===== src/rtl/game_pkg.sv =====
// Game-wide types and grid geometry defaults shared by the board logic
// and the mouse front end.
package game_pkg;

  localparam int DEF_GRID_X0   = 100;
  localparam int DEF_GRID_Y0   = 100;
  localparam int DEF_CELL_SIZE = 40;
  localparam int DEF_GRID_N    = 10;

  typedef enum logic [1:0] {
    ST_IDLE     = 2'd0,
    ST_CALC     = 2'd1,
    ST_REQ      = 2'd2,
    ST_WAIT_REL = 2'd3
  } mouse_state_t;

endpackage


===== src/rtl/vga_pkg.sv =====
// Display timing constants shared by the VGA pipeline and anything that
// has to clamp coordinates to the visible area.
package vga_pkg;

  localparam int HOR_PIXELS = 800;
  localparam int VER_PIXELS = 600;

endpackage


===== src/rtl/button_debounce.sv =====
// Two-flop synchronizer followed by a counter debouncer: the output level
// follows the input only after DEBOUNCE_CYCLES consecutive differing samples.
module button_debounce #(
  parameter int DEBOUNCE_CYCLES = 16
) (
  input  logic clk,
  input  logic rst_n,
  input  logic btn_in,
  output logic btn_out
);

  localparam int CW = $clog2(DEBOUNCE_CYCLES + 1);

  logic [1:0]    sync;
  logic [CW-1:0] cnt;

  always_ff @(posedge clk or negedge rst_n) begin
    if (!rst_n) begin
      sync    <= 2'b00;
      cnt     <= '0;
      btn_out <= 1'b0;
    end else begin
      sync <= {sync[0], btn_in};
      // Any sample equal to the current level restarts the stability count.
      if (sync[1] == btn_out) begin
        cnt <= '0;
      end else if (cnt == CW'(DEBOUNCE_CYCLES - 1)) begin
        btn_out <= sync[1];
        cnt     <= '0;
      end else begin
        cnt <= cnt + CW'(1);
      end
    end
  end

endmodule


===== src/rtl/mouse_ctl.sv =====
// Mouse front end: frame-stable cursor position, grid hit test, and a
// one-request-per-press cell selector computed by repeated subtraction.
module mouse_ctl
  import game_pkg::*;
  import vga_pkg::*;
#(
  parameter int GRID_X0         = DEF_GRID_X0,
  parameter int GRID_Y0         = DEF_GRID_Y0,
  parameter int CELL_SIZE       = DEF_CELL_SIZE,
  parameter int GRID_N          = DEF_GRID_N,
  parameter int DEBOUNCE_CYCLES = 16
) (
  input  logic        clk,
  input  logic        rst_n,
  input  logic [11:0] xpos_raw,
  input  logic [11:0] ypos_raw,
  input  logic        left,
  input  logic        vblnk,
  input  logic        cell_ack,
  output logic [11:0] xpos,
  output logic [11:0] ypos,
  output logic        cursor_in_grid,
  output logic        cell_req,
  output logic [3:0]  cell_x,
  output logic [3:0]  cell_y,
  output logic [1:0]  state_dbg
);

  localparam logic [11:0] X_LO  = 12'(GRID_X0);
  localparam logic [11:0] X_HI  = 12'(GRID_X0 + GRID_N * CELL_SIZE);
  localparam logic [11:0] Y_LO  = 12'(GRID_Y0);
  localparam logic [11:0] Y_HI  = 12'(GRID_Y0 + GRID_N * CELL_SIZE);
  localparam logic [11:0] CELL  = 12'(CELL_SIZE);
  localparam logic [11:0] X_MAX = 12'(HOR_PIXELS - 1);
  localparam logic [11:0] Y_MAX = 12'(VER_PIXELS - 1);

  localparam int ARM_CYCLES = DEBOUNCE_CYCLES + 4;
  localparam int AW         = $clog2(ARM_CYCLES + 1);

  logic          vblnk_q, vblnk_qq;
  logic          btn_lvl, btn_q;
  logic          armed;
  logic [AW-1:0] arm_cnt;
  logic [11:0]   rem_x, rem_y;
  mouse_state_t  state;

  assign state_dbg = state;

  button_debounce #(
    .DEBOUNCE_CYCLES(DEBOUNCE_CYCLES)
  ) u_debounce (
    .clk    (clk),
    .rst_n  (rst_n),
    .btn_in (left),
    .btn_out(btn_lvl)
  );

  // Cursor only moves on a registered vblank rising edge so the overlay
  // never tears mid-frame.
  always_ff @(posedge clk or negedge rst_n) begin
    if (!rst_n) begin
      vblnk_q        <= 1'b0;
      vblnk_qq       <= 1'b0;
      xpos           <= '0;
      ypos           <= '0;
      cursor_in_grid <= 1'b0;
    end else begin
      vblnk_q  <= vblnk;
      vblnk_qq <= vblnk_q;
      if (vblnk_q && !vblnk_qq) begin
        xpos <= (xpos_raw > X_MAX) ? X_MAX : xpos_raw;
        ypos <= (ypos_raw > Y_MAX) ? Y_MAX : ypos_raw;
      end
      cursor_in_grid <= (xpos >= X_LO) && (xpos < X_HI) &&
                        (ypos >= Y_LO) && (ypos < Y_HI);
    end
  end

  // cell_req/cell_ack: cell_req rises with cell_x/cell_y valid and holds
  // them stable until cell_ack is sampled high; cell_ack is ignored at any
  // other time and cell_req drops on the following cycle.
  always_ff @(posedge clk or negedge rst_n) begin
    if (!rst_n) begin
      state    <= ST_IDLE;
      btn_q    <= 1'b0;
      armed    <= 1'b0;
      arm_cnt  <= '0;
      rem_x    <= '0;
      rem_y    <= '0;
      cell_x   <= '0;
      cell_y   <= '0;
      cell_req <= 1'b0;
    end else begin
      btn_q <= btn_lvl;
      // A button still held through reset must be seen released first.
      if (btn_lvl) begin
        arm_cnt <= '0;
      end else if (!armed) begin
        if (arm_cnt == AW'(ARM_CYCLES - 1)) armed <= 1'b1;
        else arm_cnt <= arm_cnt + AW'(1);
      end

      case (state)
        ST_IDLE: begin
          if (btn_lvl && !btn_q && armed) begin
            if (cursor_in_grid) begin
              state  <= ST_CALC;
              rem_x  <= xpos - X_LO;
              rem_y  <= ypos - Y_LO;
              cell_x <= '0;
              cell_y <= '0;
            end else begin
              state <= ST_WAIT_REL;
            end
          end
        end
        ST_CALC: begin
          if (rem_x >= CELL) begin
            rem_x  <= rem_x - CELL;
            cell_x <= cell_x + 4'd1;
          end
          if (rem_y >= CELL) begin
            rem_y  <= rem_y - CELL;
            cell_y <= cell_y + 4'd1;
          end
          if ((rem_x < CELL) && (rem_y < CELL)) begin
            state    <= ST_REQ;
            cell_req <= 1'b1;
          end
        end
        ST_REQ: begin
          if (cell_ack) begin
            cell_req <= 1'b0;
            state    <= ST_WAIT_REL;
          end
        end
        ST_WAIT_REL: begin
          if (!btn_lvl) state <= ST_IDLE;
        end
        default: state <= ST_IDLE;
      endcase
    end
  end

endmodule


===== config.mk =====
export PLATFORM = sky130hd
export DESIGN_NAME = mouse_ctl
export DESIGN_NICKNAME = d
export VERILOG_FILES = /design/src/rtl/game_pkg.sv /design/src/rtl/vga_pkg.sv /design/src/rtl/button_debounce.sv /design/src/rtl/mouse_ctl.sv
export SDC_FILE = /design/constraint.sdc
export NUM_CORES = 1
export LEC_CHECK = 0
export ABC_AREA = 1
export CORE_UTILIZATION = 56
export CTS_BUF_LIST = sky130_fd_sc_hd__clkbuf_8
export CTS_CLUSTER_SIZE = 30
export DETAILED_ROUTE_END_ITERATION = 12
export PLACE_DENSITY_LB_ADDON = 0.3
export SLEW_MARGIN = 25
export SYNTH_ARGS = -nofsm -noshare
export SYNTH_HDL_FRONTEND = slang
export SYNTH_HIERARCHICAL = 1
export SYNTH_SLANG_ARGS = --single-unit
export TNS_END_PERCENT = 20

===== constraint.sdc =====
create_clock -name clk -period 2 [get_ports clk]
set_clock_uncertainty 0.2 [all_clocks]
set_input_delay 0.6 -clock clk [delete_from_list [all_inputs] [get_ports clk]]
set_output_delay 0.6 -clock clk [all_outputs]
set_load 0.05 [all_outputs]

; ---- Word-level counts from Yosys, hierarchy flattened
; Index checks and enable logic that the tools add are counted.
; W data, S select, Z words.
[word_totals]
regBits = 77
wordCells = 101
input_bits = 29
out_inout_bits = 36
[op_classes]
n_addsub = 8
order_cmp = 10
reduce_logical = 18
eq_ne = 15
n_bitwise = 1
n_mux = 32
[ops]
columns = operator, count
row1 = $mux W12, 8
row2 = $pmux W12 S2, 2
row3 = $mux W5, 5
row4 = $ge A12 B6 Y1 const B, 2
row5 = $ge A12 B7 Y1 const B, 2
row6 = $gt A12 B10 Y1 const B, 2
row7 = $lt A12 B6 Y1 const B, 2
row8 = $lt A12 B9 Y1 const B, 2
row9 = $sub A12 B6 Y12 const B, 2
row10 = $sub A12 B7 Y12 const B, 2
row11 = $mux W4, 4
row12 = $pmux W4 S2, 2
row13 = $ne A2 B2 Y1 const B, 7
row14 = $reduce_and A4 Y1, 3
row15 = $add A5 B1 Y5 const B, 2
row16 = $mux W2, 5
row17 = $add A4 B1 Y4 const B, 2
row18 = $pmux W2 S4, 1
row19 = $logic_and A1 B1 Y1, 7
row20 = $eq A5 B4 Y1 const B, 1
row21 = $eq A5 B5 Y1 const B, 1
row22 = $eq A2 B2 Y1 const B, 2
row23 = $mux W1, 4
row24 = $ne A2 B1 Y1 const B, 2
row25 = other kinds (9), 12

; ---- Longest topological paths before layout
; Gate-level depths: netlist of run 1.
[logic_depth]
ltp_word = 5
depth_mapped = 11
mapped_depth_nobuf = 10

; ---- Modules after synthesis
; Netlist of run 1, hierarchy kept.
[by_module_without_submodules]
columns = module, cells_per_inst, n_inst, area_each_um2, seq_area_each_um2
row1 = mouse_ctl, 512, 1, 3758.6, 1576.5
row2 = button_debounce, 35, 1, 322.8, 200.2

; ---- Worst setup path after synthesis of run 1
; No wires, ideal clock.
[synth_path]
path_kind = reg-to-reg
start = register state[0] (netlist: state_dbg[0])
end = register cell_x[2]
slack_ns = -0.236
required_time_ns = 1.673
setup_ns = 0.127
path_stages_with_launch = 11
t_arrival_ns = 1.909
path_cell_list = dfrtp_1 > inv_1 > ha_1 > inv_1 > or2_0 > nand2_2 > a21oi_4 > nand2_4 > inv_6 > buf_12 > o21ai_0
[synth_between]
elab_chain_len = 3
[synth_lines]
columns = element, line_no
row1 = "start, declared", mouse_ctl.sv:45  ; mouse_state_t state;
row2 = "start signal, assigned", mouse_ctl.sv:84  ; state <= ST_IDLE;
row3 = "start signal, assigned", mouse_ctl.sv:107  ; state <= ST_CALC;
row4 = "start signal, assigned", mouse_ctl.sv:113  ; state <= ST_WAIT_REL;
row5 = $eq A2 B1 Y1 or $logic_not A2 Y1 (tied branches), mouse_ctl.sv:103  ; case (state)
row6 = $ne A2 B2 Y1 (no line) or $reduce_bool A2 Y1 (tied branches), n/a
row7 = $reduce_and A4 Y1 (no line), n/a
row8 = "end signal, assigned", mouse_ctl.sv:120  ; cell_x <= cell_x + 4'd1;
row9 = "end, declared", mouse_ctl.sv:24  ; output logic [3:0] cell_x,
; Several ways; a longest one is shown, not always the timed one.
; A chain may end at the register's enable or synchronous reset.

; ---- Worst setup path after layout of run 1
[layout_path]
start = register xpos[2]
end = register rem_x[8]
[layout_between]
elab_chain_len = 4
[layout_lines]
columns = element, line_no
row1 = "start, declared", mouse_ctl.sv:20  ; output logic [11:0] xpos,
row2 = "start signal, assigned", mouse_ctl.sv:71  ; xpos <= (xpos_raw > X_MAX) ? X_MAX : xpos_raw;
row3 = $sub A12 B7 Y12, mouse_ctl.sv:108  ; rem_x <= xpos - X_LO;
row4 = $mux W12, mouse_ctl.sv:106  ; if (cursor_in_grid) begin
row5 = $mux W12, mouse_ctl.sv:105  ; if (btn_lvl && !btn_q && armed) begin
row6 = $pmux W12 S2, mouse_ctl.sv:103
row7 = "end signal, assigned", mouse_ctl.sv:108
row8 = "end signal, assigned", mouse_ctl.sv:119  ; rem_x <= rem_x - CELL;
row9 = "end, declared", mouse_ctl.sv:44  ; logic [11:0] rem_x, rem_y;
; No other way between the ends. The select of a mux whose other input is x is not followed.

==> metrics list, run 1 <==
- Run status: finished, final reports clean
* Die height: 87.4 microns
* Vias after detailed routing: 3,859
- First-pass GRT wire length: 17.0 mm
- The total overflow left after global routing is 0.
- Count of mapped cells out of synthesis: 547
- From left edge to right edge, the die measures 87.4 microns.
- Dividing the detail-routed wire length by the instance count gives 13.5 microns.
- At the end of routability-driven placement, the weighted congestion stood at 0.918.
- For the pin with the worst max-slew slack, the measured transition is 0.406 ns.
- Number of slew-limit violations in the final report: 0
- Number of iterations in the first detailed-routing pass: 5
- Total power: 0.00627 W
* Final core utilization: 0.795
- Number of levels the H-tree was split into: 3
- Global Route Usage Sum: 0.288
* Detail Route Antenna Nets: 0
- Clock tree from TritonCTS: built
- Post-Syn Nets: 591
- The via count of the first global-routing pass came to 3,777.
- CTS max path bufs: 2
* Clock buffers created by TritonCTS: 9
* Area share of the leading cell type in the synthesized netlist: 0.435
* Total die area: 7630 sq um
* FMAX: 528 MHz
* Global routing met1 resource utilization: 0.358
- In this run the tool buffered the top-level ports with 64 buffer cells.
- Clock-pin slew was measured on the worst setup and hold paths at 0.08 ns.
- Once routing completed, OpenROAD measured the worst setup slack at 0.108 ns.
- STA classifies the critical path startpoint as a flop.
- In the routed design, unresolved DRC markers number 0.
* Mapped Avg Cell Area: 7.46 sq um
- Pin count of the biggest net entering global routing: 72
* Top post-synthesis cells by area: sky130_fd_sc_hd__dfrtp_1 (44%), sky130_fd_sc_hd__nand2_1 (14%), sky130_fd_sc_hd__inv_1 (7.0%)
- Number of flip-flops and latches in the synthesized netlist: 71
* Max-cap viol count: 0
- Clock latency of the later-clocked register in the worst-skew pair: 0.36 ns
* Worst-case vdd ir drop: 471 uV
- Compared with the post-synthesis result, the final layout area differs by 34.5%.
- Final critical-path required period: 1.89 ns
- Final-layout setup total negative slack: 0 ns
- Row generation in the floorplan step produced 30 rows.
- The first routing iteration left 237 violations.
- Met2 Usage GRT: 0.482
* Buf/Inv on CP: 1
- During I/O placement, the number of pins put on the boundary was 65.
* Wirelength, routed: 9.77 mm
- Setup repair after global routing left no endpoint under its margin.
* Via density: 5.33
- Hold repair after CTS inserted 0 buffers.
- The setup path with the least slack is of type reg -> reg.
- Mapped cell area: 4080 sq um
- Of the available clock period, the critical path in the final layout requires 0.946.
- The number of hold violations in the final report was 0.
- Dividing total power by cell area gives a power density of 1140 nW/um^2.
- Cell Chain, Critical Path: inv_1 -> ha_1 -> nand2_1 -> nand2_1 -> nand2_1 -> a21oi_1 -> o21ai_1 -> nand2_1 -> nand2_1 -> o21ai_1
- Async set-reset flop share out of synthesis: 1.00
- Largest driver fanout on the critical path: 4
* Fraction of final layout cells with drive strength greater than 1: 0.139
- Layout Nets: 667
- Crit path top cell by count: sky130_fd_sc_hd__nand2_1
* Antenna violations before repair: 0
- Most used DFF post-synth: sky130_fd_sc_hd__dfrtp_1
- Number of antenna repair diodes: 0
- Filler instances: 467
- Leading area contributor after synthesis: sky130_fd_sc_hd__dfrtp_1
- Pleak: 2.66 nW
* CP arrival: 1.94 ns
- STA classifies the critical path endpoint as a flop.
* Stage delay of the slowest cell on the critical path: 0.46 ns
* Minimum setup slack after placement: -0.0965 ns
* Rel. slew slack: 0.726
- CTS placed an instance of sky130_fd_sc_hd__clkbuf_8 at the clock tree root.
- After synthesis, the netlist uses 36 different library cells.
- Setup violations remaining at the end of the flow were counted as 0.
- On the critical path, the stage with the largest delay is an instance of sky130_fd_sc_hd__dfrtp_1.
* EDFF count, synth: 0
- Core Footprint: 6910 sq um
- Sequential area share after synthesis: 0.435
- Worst min path class: in -> async
- The clock net in this run drives a total of 71 sinks.
- Global routing met3 resource utilization: 0.0682
- Half-perimeter wire length after placement: 6.91 mm
- Endpoint required time on the critical path: 2.05 ns
- met2 is the most crowded layer.
* Warnings, synthesis: 6
* Largest delay share family, worst path: simple AND/OR/NAND/NOR gates
- For this configuration, the core starts out at a cell density of 0.591.
[path summary, 6_finish.rpt]
kind,to,cells past startpoint,slack [ns],startpoint
hold / removal,cell_y[1],2,0.05,rst_n
min in group clk,u_debounce/sync[1],0,0.16,u_debounce/sync[0]
setup / recovery,rem_x[8],10,0.11,xpos[2]
hold reg to reg,u_debounce/sync[1],0,0.16,u_debounce/sync[0]
setup reg to reg,rem_x[8],10,0.11,xpos[2]
max in group asynchronous,cursor_in_grid,2,1.24,rst_n
[what timing repair did]
item,4_1_cts,5_1_grt
gates resized for setup,0,1
setup buffers,0,0
hold endpoints to repair,0,0
endpoints found under the setup margin,0,1
[registers in the layout, summed over array words and instances (netlist names)]
signal,flops
arm_cnt,5
armed,1
btn_q,1
cell_req,1
cell_x,4
cell_y,4
cursor_in_grid,1
rem_x,9
rem_y,9
state_dbg,2
u_debounce/btn_out,1
u_debounce/cnt,5
u_debounce/sync,2
vblnk_q,1
vblnk_qq,1
xpos,12
ypos,12
[metal layers]
metal / wire length [microns] / vias to the layer above
met5: 0 / -
met2: 4760 / 151
li1: - / 1901
met1: 4090 / 1780
met3: 708 / 27
met4: 208 / 0
[layout by cell type (no fill, tap or decap), types with 2 or more instances in the layout]
cell,instances
sky130_fd_sc_hd__inv_1,73
sky130_fd_sc_hd__o31ai_1,4
sky130_fd_sc_hd__nor3_1,5
sky130_fd_sc_hd__o21ai_0,43
sky130_fd_sc_hd__o21ai_1,3
sky130_fd_sc_hd__or2_2,4
sky130_fd_sc_hd__nand3_2,3
sky130_fd_sc_hd__a22oi_1,3
sky130_fd_sc_hd__clkbuf_8,10
sky130_fd_sc_hd__buf_12,38
sky130_fd_sc_hd__inv_2,3
sky130_fd_sc_hd__dfrtp_2,2
sky130_fd_sc_hd__clkinvlp_4,3
sky130_fd_sc_hd__a21oi_1,14
sky130_fd_sc_hd__nand2_1,152
sky130_fd_sc_hd__xnor2_1,2
sky130_fd_sc_hd__nor2_1,53
sky130_fd_sc_hd__clkdlybuf4s50_1,27
sky130_fd_sc_hd__bufinv_16,2
sky130_fd_sc_hd__nand3_1,45
sky130_fd_sc_hd__dfrtp_1,69
sky130_fd_sc_hd__xor2_1,11
sky130_fd_sc_hd__nand2_2,2
sky130_fd_sc_hd__buf_4,12
sky130_fd_sc_hd__nand4_1,13
sky130_fd_sc_hd__inv_6,2
sky130_fd_sc_hd__ha_1,15
sky130_fd_sc_hd__o21ai_2,2
[synthesized netlist by cell type, types with 2 or more instances]
library cell and n:
sky130_fd_sc_hd__nand3_2 3, sky130_fd_sc_hd__dfrtp_1 71, sky130_fd_sc_hd__o31ai_1 4, sky130_fd_sc_hd__nor3_1 5
sky130_fd_sc_hd__o21ai_0 44, sky130_fd_sc_hd__nand2_1 152, sky130_fd_sc_hd__ha_1 15, sky130_fd_sc_hd__xor2_1 11
sky130_fd_sc_hd__nand2_2 2, sky130_fd_sc_hd__or2_2 4, sky130_fd_sc_hd__buf_1 2, sky130_fd_sc_hd__xnor2_1 2
sky130_fd_sc_hd__nand3_1 45, sky130_fd_sc_hd__a22oi_1 3, sky130_fd_sc_hd__o21ai_1 2, sky130_fd_sc_hd__a21oi_1 14
sky130_fd_sc_hd__clkbuf_1 7, sky130_fd_sc_hd__buf_2 3, sky130_fd_sc_hd__nand4_1 13, sky130_fd_sc_hd__nor2_1 53
sky130_fd_sc_hd__inv_1 76, sky130_fd_sc_hd__o21ai_2 2
[per-stage QoR]
stage	instances	area [sq um]	hold slack (ns)
final	724	5490	0.0486
after CTS	724	5490	0.0691
after global placement	708	5260	0.137
after global routing	724	5490	0.0857
after detailed placement	708	5260	0.140
after floorplan	547	4080	0.104
[final cells by class]
type | instances | area (sq um) | area share
clock buffer | 10 | 138 | 0.0251
clock inverter | 6 | 91.3 | 0.0166
inverter | 77 | 294 | 0.0536
multi-input combinational | 386 | 1940 | 0.354
sequential | 71 | 1780 | 0.324
tap | 96 | 120 | 0.0219
timing repair buffer | 78 | 1130 | 0.205
[kinds of logic after synthesis]
group / count (synthesis) / share of synthesized area
mux: 1 / 0.00245
fa+ha+maj: 15 / 0.0460
compound gates: 75 / 0.104
simple gates: 282 / 0.296
buf+inv: 90 / 0.0889
flops: 71 / 0.435
xor+xnor: 13 / 0.0279
[power by group]
part	internal, W	switching, W	leakage (nW)
Sequential	0.00171	0.000286	0.864
Combinational	0.00118	0.00178	1.69
Clock	0.000739	0.000568	0.105
Total	0.00363	0.00264	2.66
No activity file was read; power rests on OpenSTA's default activity.
==> inputs of run 2 (changes only) <==
==> constraint.sdc (replaced) <==
create_clock -name clk -period 2 [get_ports clk]
set_clock_uncertainty 0.2 [all_clocks]
set_input_delay 0.6 -clock clk [delete_from_list [all_inputs] [get_ports clk]]
set_output_delay 0.6 -clock clk [all_outputs]
set_load 0.01 [all_outputs]
==> run 2 against run 1 <==
Critical path depth decreased by 8. Combinational power fell by 15%. Worst setup slack got worse by 0.063 ns. Global-route usage fell by 1.8 points. Total power is 8.1% lower. Critical path type is now reg -> out. Largest cell class unchanged. Highest routed layer unchanged.
==> metrics list, run 2 (same netlist as run 1, synthesis figures left out) <==
- Vias after detailed routing: 3,795 (-1.7%)
- Filler instances: 545 (+17%)
- Tracing the worst setup path back leads to its startpoint at state_dbg[0].
- The run finished with clean final reports.
* FMAX: 511 MHz (-3.2%)
- Via count of the first global-routing pass: 3,637 (-3.7%)
* Critical path launch point type: flop
- Final hold slack: 0.0351 ns (-0.0135 ns)
* Final critical-path required period: 1.96 ns (+0.0635 ns)
* Cell Chain, Critical Path: buf_4 -> dlygate4sd2_1
- Via density: 5.20 (-2.5%)
- Setup repair after global routing could not meet its margin everywhere.
- Worst min path class: in -> async
* Mean routed wirelength per cell: 12.8 microns (-4.8%)
- Stage delay of the slowest cell on the critical path: 0.38 ns (-0.08 ns)
- Number of top-level design ports: 65 (unchanged)
- The reg-to-reg setup timing slack is 0.15 ns (+0.04 ns).
- The worst slew margin relative to its limit is 0.744 (+0.0176).
- The aggregate routed wire length is 9.38 mm (-4.0%).
- The global placer's final weighted congestion was 0.906 (-1.4%).
* Global Route Usage Sum: 0.270 (-0.0184)
* DRC viols: 0 (unchanged)
- Port-buffer cells: 64 (unchanged)
* Endpoint required time on the critical path: 1.20 ns (-0.85 ns)
* Number of instances in the placed design: 712 (+0.56%)
* Layout Nets: 673 (+0.90%)
- Remaining global-route overflow: 0 (unchanged)
- The slowest stage of the critical path belongs to the cell sky130_fd_sc_hd__dfrtp_1.
* Clock root buffer: sky130_fd_sc_hd__clkbuf_8
* Number of setup violations in the final report: 0 (unchanged)
* Number of antenna repair diodes: 0 (unchanged)
- Clock-pin slew on the worst setup and hold paths: 0.08 ns (about the same)
- Endpoints failing hold: 0 (unchanged)
* Detail Route Antenna Nets: 0 (unchanged)
* Most common cell after layout, fill and taps aside: sky130_fd_sc_hd__nand2_1
- Number of clock sinks seen by CTS: 71 (unchanged)
- Number of slew-limit violations in the final report: 0 (unchanged)
- The total of max-cap violations came to 0 (unchanged).
- The full die area came to 7630 sq um (unchanged).
- The initial antenna violation count is 0 (unchanged).
- In this run the critical register-to-register path is launched from state_dbg[0].
* Die height: 87.4 microns (unchanged)
- The x dimension of the die was 87.4 microns (unchanged).
- The leakage power total came to 2.60 nW (-2.3%).
* Count of non-filler cells in the finished layout: 730 (+0.83%)
- Type of the worst setup path: reg -> out
* Capturing point of the worst reg2reg path: rem_x[6]
- The biggest fanout along the worst timing path was 4 (unchanged).
* CP Capture Type: output pin
- The final critical-path share of the clock period came to 0.978 (+0.0317).
- Row Count: 30 (unchanged)
* Half-perimeter wire length after placement: 6.71 mm (-2.9%)
* Detailed Route Iter0 Violations: 232 (-2.1%)
* Fraction of final layout cells with drive strength greater than 1: 0.0852 (-0.0534)
- The largest vdd supply drop is 492 uV (+4.4%).
- The arrival time of data at the critical path endpoint was 1.16 ns (-0.78 ns).
- The library cells used most frequently in the layout, excluding fill and tap cells, are sky130_fd_sc_hd__nand2_1 (152), sky130_fd_sc_hd__inv_1 (76), sky130_fd_sc_hd__dfrtp_1 (71), sky130_fd_sc_hd__nor2_1 (53), sky130_fd_sc_hd__nand3_1 (45).
- The largest net degree at the start of global routing was 72 (unchanged).
- The worst-case clock buffer depth was 2 (unchanged).
- Transition time at the pin with the least slew margin: 0.384 ns (-0.0222 ns)
- The insertion delay of the later-clocked pin in the worst-skew pair was 0.35 ns (about the same).
- The first-pass GRT wire length is 16.0 mm (-5.9%).
* Starting density of the core: 0.591 (unchanged)
* Clock tree from TritonCTS: built
- The area of the core is 6910 sq um (unchanged).
- The power density over cell area is 1120 nW/um^2 (-1.6%).
- Clock buffers created by TritonCTS: 9 (unchanged)
- Number of levels the H-tree was split into: 3 (unchanged)
- Relative to the synthesized area, the layout overhead comes to 25.7%.
- The most critical setup path has its endpoint at state_dbg[0].
* Cells on worst reg2reg path: 8 (-2)
- Number of iterations in the first detailed-routing pass: 5 (unchanged)
* Largest registers: xpos (12), ypos (12)
-- run 2: cell types whose count changed in the layout (fill, tap and decap cells not counted), sizes merged --
cell / change
buf: -30
clkinvlp: -3
clkinv: +4
dlygate4sd2: +35
clkdlybuf4s15: +1
inv: -1
-- run 2: power by group --
group / internal, W / leakage (nW) / switching, W
logic: 0.00100 / 1.62 / 0.00152
registers: 0.00171 / 0.867 / 0.000244
clock network: 0.000732 / 0.116 / 0.000548
total: 0.00344 / 2.60 / 0.00231
-- run 2: layout make-up --
cell class | instances | area, sq um | area share
clock buffer | 10 | 138 | 0.0268
clock inverter | 6 | 83.8 | 0.0163
inverter | 77 | 297 | 0.0578
multi-input combinational | 386 | 1950 | 0.380
sequential | 71 | 1780 | 0.346
tap | 96 | 120 | 0.0234
timing repair buffer | 84 | 767 | 0.150
-- run 2: worst max-delay path, delay by kind of cell (launching register included) --
kind | cells | cell delay (ns)
DFF | 1 | 0.38
buffers and inverters | 2 | 0.43
-- run 2: through the flow --
stage,cell area (sq um),total power (W),TNS (ns),setup slack [ns],utilization
after global placement,4930,0.00440,0,0.0121,0.714
final,5130,0.00576,0,0.0441,0.743
after CTS,5120,0.00574,0,0.0369,0.741
after global routing,5130,0.00622,-0.00482,-0.00482,0.743
after detailed placement,4930,0.00451,-0.621,-0.0906,0.714
after floorplan,4080,0.00372,0,0.0808,-
-- run 2: per-layer routing --
| layer | vias up | part of all wire | GRT usage | wire (microns) |
|---|---|---|---|---|
| li1 | 1915 | - | - | - |
| met1 | 1737 | 0.46 | 0.342 | 4280 |
| met2 | 120 | 0.47 | 0.447 | 4400 |
| met3 | 23 | 0.056 | 0.0682 | 527 |
| met4 | 0 | 0.019 | 0.0969 | 175 |
| met5 | - | 0 | 0 | 0 |
-- run 2: worst min-delay path by stage --
stage | from | end | depth (start not counted)
global placement | u_debounce/sync[0] | u_debounce/sync[1] | 0
CTS | rst_n | cell_x[0] | 2
floorplan | rst_n | arm_cnt[0] | 0
finish | rst_n | state_dbg[1] | 2
global route | rst_n | state_dbg[1] | 2
detailed placement | u_debounce/sync[0] | u_debounce/sync[1] | 0
-- run 2: timing repair --
action / in CTS / in global routing
setup buffers: 2 / 0
resized for setup: 36 / 4
setup endpoints to repair: 36 / 10
pin swaps: 0 / 0
hold buffers: 0 / 0
endpoints found under the hold margin: 0 / 0
